==> src/rtl/meas_pulse_gen.sv <==
// ---------------------------------------------------------------------------
// meas_pulse_gen
//
// Programmable pulse-train generator. Produces a burst of periods, each of
// which is high for a programmed number of clk cycles and low for the rest
// of the programmed period. It is the stimulus source for the measurement
// path, so the generated waveform has to be cycle exact.
//
// Optional feature macro: MEAS_PULSE_GEN_POLARITY_EN
//   When defined, adds input pol_i. A 1 latched at start inverts the active
//   waveform, and pulse_o rests at the latched polarity while idle.
//
// Parameters:
//   CNT_W : width of the period and high-time settings (clk cycles)
//   NUM_W : width of the period-count request and status
//
// Ports:
//   clk          system clock
//   reset_i      synchronous reset, active high
//   start_i      burst request, sampled only in IDLE
//   period_i     period in clk cycles, latched on an accepted start
//   high_i       high time in clk cycles, latched on an accepted start
//   num_i        number of periods, 0 = continuous until stop_i
//   stop_i       graceful stop at the next period boundary (RUN only)
//   pol_i        output polarity (only with MEAS_PULSE_GEN_POLARITY_EN)
//   pulse_o      generated signal
//   busy_o       burst in progress
//   done_o       one-cycle pulse when a burst completes
//   pulse_cnt_o  number of completed periods of the current/last burst
//   cfg_err_o    one-cycle pulse when a start is rejected
//
// Handshake: a start is accepted when start_i=1 at an edge while the FSM is
// in IDLE and the settings are legal (period_i>=2, 1<=high_i<period_i).
// busy_o rises on the next cycle together with the first high phase, and
// stays high until the cycle that carries the one-cycle done_o pulse. A
// start that is illegal raises cfg_err_o for one cycle instead. start_i is
// ignored while busy_o=1; it is honoured in the cycle done_o is high, so
// bursts can run back to back.
// ---------------------------------------------------------------------------
module meas_pulse_gen #(
    parameter int CNT_W = 24,
    parameter int NUM_W = 16
) (
    input  logic             clk,
    input  logic             reset_i,
    input  logic             start_i,
    input  logic [CNT_W-1:0] period_i,
    input  logic [CNT_W-1:0] high_i,
    input  logic [NUM_W-1:0] num_i,
    input  logic             stop_i,
`ifdef MEAS_PULSE_GEN_POLARITY_EN
    input  logic             pol_i,
`endif
    output logic             pulse_o,
    output logic             busy_o,
    output logic             done_o,
    output logic [NUM_W-1:0] pulse_cnt_o,
    output logic             cfg_err_o
);

    typedef enum logic {
        IDLE = 1'b0,
        RUN  = 1'b1
    } state_t;

    state_t           state_q,     state_d;
    logic [CNT_W-1:0] period_q,    period_d;
    logic [CNT_W-1:0] high_q,      high_d;
    logic [NUM_W-1:0] num_q,       num_d;
    logic [CNT_W-1:0] phase_q,     phase_d;
    logic             stop_pend_q, stop_pend_d;
    logic             pulse_q,     pulse_d;
    logic             busy_q,      busy_d;
    logic             done_q,      done_d;
    logic [NUM_W-1:0] pulse_cnt_q, pulse_cnt_d;
    logic             cfg_err_q,   cfg_err_d;

    // Polarity actually in use and the polarity a start would latch.
    logic pol_q;
    logic pol_start;

`ifdef MEAS_PULSE_GEN_POLARITY_EN
    logic pol_d;
    assign pol_start = pol_i;
`else
    assign pol_q     = 1'b0;
    assign pol_start = 1'b0;
`endif

    logic             start_ok;
    logic [CNT_W-1:0] phase_inc;
    logic [NUM_W-1:0] cnt_inc;
    logic             period_end;
    logic             burst_end;

    always_comb begin
        state_d     = state_q;
        period_d    = period_q;
        high_d      = high_q;
        num_d       = num_q;
        phase_d     = phase_q;
        stop_pend_d = stop_pend_q;
        pulse_d     = pulse_q;
        busy_d      = busy_q;
        done_d      = 1'b0;
        pulse_cnt_d = pulse_cnt_q;
        cfg_err_d   = 1'b0;
`ifdef MEAS_PULSE_GEN_POLARITY_EN
        pol_d       = pol_q;
`endif

        // period_i>=2 guarantees high_i<period_i leaves room for a low phase.
        start_ok   = (period_i >= CNT_W'(2)) && (high_i != '0) && (high_i < period_i);

        // phase_q is the position inside the current period, 0 at its start.
        phase_inc  = phase_q + CNT_W'(1);
        cnt_inc    = pulse_cnt_q + NUM_W'(1);
        period_end = (phase_q == (period_q - CNT_W'(1)));

        // A stop raised on the last cycle of a period still ends that period.
        burst_end  = period_end &&
                     (((num_q != '0) && (cnt_inc == num_q)) || stop_pend_q || stop_i);

        case (state_q)
            IDLE: begin
                if (start_i) begin
                    if (start_ok) begin
                        state_d     = RUN;
                        period_d    = period_i;
                        high_d      = high_i;
                        num_d       = num_i;
                        phase_d     = '0;
                        stop_pend_d = 1'b0;
                        pulse_cnt_d = '0;
                        busy_d      = 1'b1;
                        pulse_d     = ~pol_start;
`ifdef MEAS_PULSE_GEN_POLARITY_EN
                        pol_d       = pol_start;
`endif
                    end else begin
                        cfg_err_d = 1'b1;
                    end
                end
            end

            RUN: begin
                if (period_end) begin
                    pulse_cnt_d = cnt_inc;
                    phase_d     = '0;
                    if (burst_end) begin
                        state_d     = IDLE;
                        busy_d      = 1'b0;
                        done_d      = 1'b1;
                        stop_pend_d = 1'b0;
                        pulse_d     = pol_q;
                    end else begin
                        pulse_d = ~pol_q;
                    end
                end else begin
                    phase_d = phase_inc;
                    pulse_d = (phase_inc < high_q) ^ pol_q;
                    if (stop_i) begin
                        stop_pend_d = 1'b1;
                    end
                end
            end

            default: begin
                state_d = IDLE;
            end
        endcase
    end

    always_ff @(posedge clk) begin
        if (reset_i) begin
            state_q     <= IDLE;
            period_q    <= '0;
            high_q      <= '0;
            num_q       <= '0;
            phase_q     <= '0;
            stop_pend_q <= 1'b0;
            pulse_q     <= 1'b0;
            busy_q      <= 1'b0;
            done_q      <= 1'b0;
            pulse_cnt_q <= '0;
            cfg_err_q   <= 1'b0;
`ifdef MEAS_PULSE_GEN_POLARITY_EN
            pol_q       <= 1'b0;
`endif
        end else begin
            state_q     <= state_d;
            period_q    <= period_d;
            high_q      <= high_d;
            num_q       <= num_d;
            phase_q     <= phase_d;
            stop_pend_q <= stop_pend_d;
            pulse_q     <= pulse_d;
            busy_q      <= busy_d;
            done_q      <= done_d;
            pulse_cnt_q <= pulse_cnt_d;
            cfg_err_q   <= cfg_err_d;
`ifdef MEAS_PULSE_GEN_POLARITY_EN
            pol_q       <= pol_d;
`endif
        end
    end

    assign pulse_o     = pulse_q;
    assign busy_o      = busy_q;
    assign done_o      = done_q;
    assign pulse_cnt_o = pulse_cnt_q;
    assign cfg_err_o   = cfg_err_q;

endmodule

==> config.mk <==
export PLATFORM = sky130hd
export DESIGN_NAME = meas_pulse_gen
export DESIGN_NICKNAME = d
export VERILOG_FILES = /design/src/rtl/meas_pulse_gen.sv
export SDC_FILE = /design/constraint.sdc
export NUM_CORES = 1
export LEC_CHECK = 0
export BUFFER_PORTS_ARGS = -buffer_cell sky130_fd_sc_hd__buf_2
export CAP_MARGIN = 0
export CORE_MARGIN = 2
export CORE_UTILIZATION = 30
export DETAILED_ROUTE_END_ITERATION = 12
export GPL_TIMING_DRIVEN = 0
export PLACE_DENSITY = 0.54
export SYNTH_ARGS = -nofsm -noshare
export SYNTH_HDL_FRONTEND = slang
export SYNTH_SLANG_ARGS = --single-unit
export TNS_END_PERCENT = 20
==> constraint.sdc <==
create_clock -name clk -period 6.4 [get_ports clk]
set_input_delay 1.92 -clock clk [delete_from_list [all_inputs] [get_ports clk]]
set_output_delay 1.92 -clock clk [all_outputs]
set_load 0.05 [all_outputs]
# Word level (Yosys, flattened, before mapping)
# Index checks and enable logic that the tools add are counted.
# Widths: inputs -> output; s select.
[totals] out_inout_bits=20 latchBits=0 input_bits=68 register_bits=110 ramBits=0 wordCells=70 mem_count=0 mem_bits_ro=0
[classes] div=0 eq_ne=8 n_reduce_logical=15 n_bitwise=3 shifts=0 order_cmp=3 n_addsub=3 n_mux=27 mul=0
[op_table] operator="$mux 24" count=3
[op_table] operator="$lt 24x24->1" count=2
[op_table] operator="$mux 16" count=3
[op_table] operator="$pmux 24 s2" count=1
[op_table] operator="$pmux 16 s2" count=1
[op_table] operator="$add 24x1->24 const B" count=1
[op_table] operator="$eq 24x24->1" count=1
[op_table] operator="$ge 24x2->1 const B" count=1
[op_table] operator="$reduce_bool 24->1" count=1
[op_table] operator="$sub 24x1->24 const B" count=1
[op_table] operator="$add 16x1->16 const B" count=1
[op_table] operator="$eq 16x16->1" count=1
[op_table] operator="$reduce_bool 16->1" count=1
[op_table] operator="$mux 1" count=15
[op_table] operator="$pmux 1 s2" count=4
[op_table] operator="$reduce_and 4->1" count=2
[op_table] operator="$ne 3x2->1 const B" count=2
[op_table] operator="$reduce_and 3->1" count=2
[op_table] operator="$reduce_or 3->1" count=2
[op_table] operator="$logic_and 1x1->1" count=4
[op_table] operator="$ne 2x1->1 const B" count=2
[op_table] operator="$ne 2x2->1 const B" count=2
[op_table] operator="$not 1->1" count=3
[op_table] operator="$logic_or 1x1->1" count=2
[op_table] operator="$reduce_and 2->1" count=1

# Longest topological paths before layout
# Gate-level depths: netlist (run 1).
[logic_depth] word_depth=9 mapped_depth=17 ltp_nobuf=16

# Worst setup path before layout (run 1)
# No wires, ideal clock.
[synth_timing] path_kind="in2reg" from="in period_i[12]" to="reg period_q[15]" t_arrival_ns=4.422 required_ns=6.272 setup_slack_ns=1.850 path_buffers=3 stages=11 setup_ns=0.128 cell_sequence="inv_1 -> ha_1 -> a2111oi_0 -> a21oi_1 -> or4_1 -> a2111o_1 -> clkbuf_1 -> clkbuf_1 -> clkbuf_1 -> a21oi_1 -> nor2_1"
[synth_between] elab_chain_cells=4 elab_cells_between_ends=5 cone_classes="order compare (2); reduce/logical (3)"
[synth_rtl] element="start: declaration" line_no="47" rtl="input logic [CNT_W-1:0] period_i,"
[synth_rtl] element="$ge 24x2->1" line_no="113" rtl="start_ok = (period_i >= CNT_W'(2)) && (high_i != '0) && (high_i < period_i);"
[synth_rtl] element="$logic_and 1x1->1" line_no="113"
[synth_rtl] element="$logic_and 1x1->1 *" line_no="113"
[synth_rtl] element="$reduce_and 3->1 (no source line) *"
[synth_rtl] element="end signal: assignment" line_no="192" rtl="period_q <= period_d;"
[synth_rtl] element="end: declaration" line_no="67" rtl="logic [CNT_W-1:0] period_q, period_d;"
# Mark *: on every way between the ends. The rest lies on a longest branch, timed or not.
# A chain may end at the register's enable or synchronous reset.

# Worst setup path in the final report (run 1)
[layout_timing] from="in period_i[2]" to="reg num_q[4]"
[layout_between] elab_chain_cells=4 elab_cells_between_ends=5 cone_classes="order compare (2); reduce/logical (3)"
[layout_rtl] element="$ge 24x2->1" line_no="113"
[layout_rtl] element="$logic_and 1x1->1" line_no="113"
[layout_rtl] element="$logic_and 1x1->1 *" line_no="113"
[layout_rtl] element="$reduce_and 3->1 (no source line) *"
[layout_rtl] element="end signal: assignment" line_no="194" rtl="num_q <= num_d;"
[layout_rtl] element="end: declaration" line_no="69" rtl="logic [NUM_W-1:0] num_q, num_d;"
# Marks and branches as above.

==> run metrics, run 1 <==
clk_skew approximately 0.013 ns; FP Rows 59; Cell Count Post-Placement between 1000 and 1500; initial antenna violation count 0; Least-Margin Pin Slew ~1.1 ns; register area share after synthesis 0.276; fin. max-slew vios 0; Filler cells ~2800; Final Power around 1.8 mW; fmax approximately 0.19 GHz; vias around 7900; grt ovf 0; CP Launch Type primary input; largest family of logic cells by synthesized area simple AND/OR/NAND/NOR gates; max cap viols 0; antenna viol nets, final 0; post-synthesis xor/xnor area fraction 0.0795; Adder-Cell Fraction of Synth Area 0.0767; unrepaired setup endpoints after global routing no; Hold Path Depth 2; vias per cell roughly 5.4; Cell Area, Synth about 8000 sq um; Worst Path Arrival around 5.4 ns; dpl hpwl approximately 21 mm; Critical Path RT 6.64 ns; Tmin final slightly above 5 ns; ant diodes 0; Final period util 0.807; Root Driver clkbuf_16; Worst Reg-to-Reg Cells 14; global-route wire length before repair roughly 42 mm; Hold Buf Count CTS 0; Post-synth EDFFs 0; Final setup viols 0; # IOs 88; non-filler cells in the finished layout 1461; critical path class in -> reg; post-route design area around 9000 sq um; TritonRoute pass-1 iters 9; Avg Synthesized Cell Area 7.81 sq um; Routability Congestion roughly 0.93; CTS H-tree lvls 3; share of cells above drive strength 1 0.110; largest net degree at the start of global routing 17; vias in the first global route approximately 7500; die area around 28000 sq um; core area approximately 26000 sq um; DRC viols 2; Hold Crit Class reg -> reg; number of DRC markers in iteration 0 approximately 670; final worst-path setup slack between 1 and 1.5 ns; Num CTS Buffers 9; CTS tree built; post-synthesis sequential element count 110; die height between 150 and 200 microns; PostCTS Resize Cnt 0; postcts setup bufs 0; Total Neg Setup Slack 0 ns; fraction of synthesized area in multiplexers 0.0692; clk slew on worst S/H paths approximately 0.08 ns; Overall Global Routing Usage 0.190; Worst-Skew Late Latency 0.37 ns; failing checks DRC; dpl cell area slightly below 9000 sq um; area growth from synthesis to layout 14.6%; Horiz. Die Dim around 170 microns; Max-slew headroom 0.246; Routed WL around 27 mm; clk sink count between 100 and 150; post-detailed-route wirelength per cell 18.1 microns; Syn Nets 1140; Post-synth ARST share 0; Netlist cell types 73; simple-gate share of the synthesized area 0.275; Worst setup EP type flip-flop; status finished, violations left; Synth Area in Compound Gates 0.155; PortBufs slightly below 90; commonest non-fill, non-tap cell in the layout nor2_1; Yosys warning count 0; worst vdd ir about 0.14 mV; pre-CTS setup slack 0.880 ns; starting density of the core 0.306; Syn Inst Count between 1000 and 1500; final hold viol count 0; clk buf depth 2; ys flop type dfxtp_1; Layout Nets between 1000 and 1500; Max FO, Critical Path 10; Leak Pwr between 3 and 4 nW; most frequent cells in the layout 119 x nor2_1, 110 x dfxtp_1, 93 x buf_2; PD cells around 200 nW/um^2
through the flow:
| stage | hold WS, ns | util |
|---|---|---|
| finish | 0.476 | 0.350 |
| global route | 0.497 | 0.350 |
| CTS | 0.476 | 0.350 |
| detailed placement | 0.465 | 0.338 |
| global placement | 0.461 | 0.338 |
| floorplan | 0.463 | - |
synth_stat cells, drive strengths merged, types with 22 or more instances:
cell type / n / area [sq um]
ha: 49 / 613
nor3: 32 / 160
nand3: 40 / 200
nand2: 62 / 233
and3: 22 / 138
xor2: 27 / 236
mux2i: 53 / 531
nor2: 119 / 447
a21oi: 45 / 225
nand4: 35 / 219
xnor2: 43 / 377
dfxtp: 110 / 2200
clkbuf: 66 / 248
inv: 64 / 240
nor4: 41 / 290
o21ai: 27 / 139
final timing paths:
| path | slack [ns] | to | from |
|---|---|---|---|
| max | 1.24 | num_q[4] | period_i[2] |
| min | 0.48 | busy_o | busy_o |
| max reg2reg | 2.08 | state_q | period_q[0] |
| min reg2reg | 0.48 | busy_o | busy_o |
power by group:
group / total, mW / internal (mW) / leakage, nW / switching (mW)
clock network: 0.618 / 0.338 / 0.153 / 0.280
registers: 0.741 / 0.715 / 0.895 / 0.0265
logic: 0.456 / 0.169 / 2.74 / 0.286
kinds of logic (layout without fill, tap and decap cells):
group	count (synthesis)	count (layout)
xor gates and xnor gates	71	71
buffers and inverters	143	246
AOI/OAI and AO/OA	177	177
adders and majority gates	49	49
DFF	110	110
and+or+nand+nor	418	418
muxes	55	55
layer usage:
layer | part of all wire | up-vias | track usage | wire length (microns)
li1 | - | 3907 | - | -
met1 | 0.47 | 3718 | 0.262 | 12600
met2 | 0.44 | 235 | 0.294 | 11600
met3 | 0.051 | 48 | 0.0319 | 1360
met4 | 0.036 | 0 | 0.0813 | 962
met5 | 0 | - | 0 | 0
registers in the layout (all words and copies together) (netlist names):
| register | count |
|---|---|
| phase_q | 24 |
| done_o | 1 |
| cfg_err_o | 1 |
| num_q | 16 |
| pulse_cnt_o | 16 |
| period_q | 24 |
| state_q | 1 |
| stop_pend_q | 1 |
| pulse_o | 1 |
| busy_o | 1 |
| high_q | 24 |
critical path: stages:
cell and delay [ns]:
buf_2 0.09, inv_1 0.05, ha_1 0.29, nand2_1 0.05, o21ai_0 0.27, a41oi_1 0.24
o31ai_1 0.44, a2111o_1 0.30, clkbuf_1 0.62, buf_1 0.79, mux2i_1 0.27, nor2_1 0.05
layout make-up:
class	instances	area (sq um)	area share
Tap cell	335	419	0.0458
Inverter	64	240	0.0262
Timing Repair Buffer	87	435	0.0475
Multi-Input combinational cell	770	5240	0.572
Clock buffer	14	274	0.0299
Buffer	79	312	0.0340
Sequential cell	110	2200	0.240
Clock inverter	2	38.8	0.00424
Power figures use the tool's default switching activity.
==> run 2, diff against run 1 <==
Settings changed: PLACE_DENSITY 0.54 to 0.56.
Clock period 6.4 ns to 4.59 ns, I/O delays scaled along.
==> run 2 against run 1 <==
Largest power group unchanged; sequential power rose by 39%; highest routed layer unchanged; routed wire length fell by 1.3%; the run still ends with DRC left; global-route usage fell by 0.76 points.
==> run metrics, run 2 (synthesized netlist as in run 1, its figures left out) <==
status finished, violations left (unchanged); failing checks DRC (unchanged); Num CTS Buffers 9 (unchanged); number of DRC markers in iteration 0 606 (was 665); clk sink count 110 (unchanged); DRC viols 4 (was 2); clk buf depth 2 (unchanged); largest net degree at the start of global routing 17 (unchanged); FP Rows 59 (unchanged); Overall Global Routing Usage 0.183 (was 0.190); Total Neg Setup Slack 0 ns (unchanged); Final Power 2.49 mW (was 1.82 mW); Hold Buf Count CTS 0 (unchanged); Final Util 0.350 (about the same); Final setup viols 0 (unchanged); CTS tree built (unchanged); post-route design area 9140 sq um (was 9160 sq um); initial antenna violation count 0 (unchanged); vias per cell 5.42 (was 5.41); dpl cell area 8840 sq um (unchanged); clk slew on worst S/H paths 0.07 ns (was 0.08 ns); vias in the first global route 7164 (was 7536); Final period util 0.988; commonest non-fill, non-tap cell in the layout nor2_1 (unchanged); vias 7919 (was 7908); worst vdd ir 0.183 mV (was 0.143 mV); Hold Crit Class reg -> reg (unchanged); Routed WL 26.2 mm (was 26.5 mm); antenna viol nets, final 0 (unchanged); switching pwr 0.821 mW (was 0.593 mW); Root Driver clkbuf_16 (unchanged); area growth from synthesis to layout 14.4% (was 14.6%); dpl hpwl 20.5 mm (was 20.9 mm); pre-CTS setup slack -0.346 ns (was 0.880 ns); share of cells above drive strength 1 0.112 (was 0.110); # IOs 88 (unchanged); core area 26100 sq um (unchanged); TritonRoute pass-1 iters 9 (unchanged); starting density of the core 0.306 (unchanged); Worst-Skew Late Latency 0.37 ns (about the same); final worst-path setup slack 0.0559 ns (was 1.24 ns); post-detailed-route wirelength per cell 17.9 microns (was 18.1 microns); die area 28000 sq um (unchanged); PD cells 273 nW/um^2 (was 198 nW/um^2); Crit path top cell by count nor2_1; postcts setup bufs 0 (unchanged); Filler cells 2820 (was 2848); CP Launch Type primary input (unchanged); Layout Nets 1238 (unchanged); grt ovf 0 (unchanged); Slowest-stage cell, CP buf_1 (unchanged); unrepaired setup endpoints after global routing yes (was no); Max FO, Critical Path 10 (unchanged); ant diodes 0 (unchanged); critical path class in -> reg (unchanged); crit path buf inv count 4 (unchanged); Worst setup EP type flip-flop (unchanged); share of power burned in registers 0.415 (was 0.408); Cell Count Post-Placement 1445 (unchanged); non-filler cells in the finished layout 1460 (was 1461); max cap viols 0 (unchanged); CTS H-tree lvls 3 (unchanged); sw frac 0.329 (was 0.327); Least-Margin Pin Slew 1.03 ns (was 1.12 ns); fin. max-slew vios 0 (unchanged); Internal 1.67 mW (was 1.22 mW); Horiz. Die Dim 167 microns (unchanged); Leak Pwr 3.78 nW (was 3.79 nW); PostCTS Resize Cnt 0 (unchanged); most frequent cells in the layout 119 x nor2_1, 110 x dfxtp_1, 94 x buf_2 (was 119 x nor2_1, 110 x dfxtp_1, 93 x buf_2); Routability Congestion 0.908 (was 0.928); combinational share of power 0.254 (was 0.251); R2R setup slack 0.27 ns (was 2.08 ns); clock power share 0.331 (was 0.341); fmax ~0.22 GHz; kind of cell adding the most delay to the critical path buffers and inverters (unchanged); slowest cell delay on critical path 0.76 ns (was 0.79 ns); PortBufs 87 (unchanged); clk_skew 0.0115 ns (was 0.0131 ns); Max-slew headroom 0.305 (was 0.246); die height 167 microns (unchanged); Critical Path RT 4.82 ns (was 6.64 ns); Tmin final 4.53 ns; final hold viol count 0 (unchanged); global-route wire length before repair 40.3 mm (was 42.3 mm); Worst Path Arrival 4.76 ns (was 5.40 ns); Hold WS 0.486 ns (was 0.476 ns); Regs by FF count high_q (24), period_q (24), phase_q (24) (unchanged); Cell Chain, Critical Path buf_2, inv_1, ha_1, o21ai_0, a2111oi_0, nor2_1, o31ai_1, a2111o_1, clkbuf_1, buf_1, mux2i_1, nor2_1 (was buf_2, inv_1, ha_1, nand2_1, o21ai_0, a41oi_1, o31ai_1, a2111o_1, clkbuf_1, buf_1, mux2i_1, nor2_1)
==> run 2: cell types whose count changed in the layout (fill, tap and decap cells not counted), sizes merged <==
cell,before,now
clkbuf,80,77
buf,100,101
inv,64,65
==> run 2: cell type report <==
cell class | instances | area [sq um] | area share
Timing Repair Buffer | 87 | 435 | 0.0476
Sequential cell | 110 | 2200 | 0.241
Tap cell | 335 | 419 | 0.0459
Multi-Input combinational cell | 770 | 5240 | 0.573
Clock buffer | 12 | 246 | 0.0270
Buffer | 79 | 315 | 0.0345
Inverter | 64 | 240 | 0.0263
Clock inverter | 3 | 43.8 | 0.00479
==> run 2: path summary, 6_finish.rpt <==
path	from	end	depth (start not counted)
max	period_i[7]	num_q[0]	12
min	busy_o	busy_o	2
max reg2reg	period_q[0]	state_q	14
min reg2reg	busy_o	busy_o	2
==> run 2: metal layers <==
layer  track usage  wire, microns  part of all wire
met5             0              0                 0
met4        0.0684            704             0.027
met3        0.0253           1450             0.055
met2         0.283          11600              0.44
met1         0.258          12400              0.47
==> run 2: power groups by stage <==
stage	sequential, mW	clock, mW	combinational [mW]
final	1.03	0.826	0.632
after floorplan	1.05	0	0.426
after CTS	1.03	0.849	0.627
after global routing	1.04	0.878	0.692
after detailed placement	1.06	0	0.624
after global placement	1.05	0	0.620
==> run 2: worst min-delay path, stage by stage, from the launching register on <==
cell     delay (ns)
dfxtp_1        0.32
o31ai_1        0.06
a21oi_1        0.06
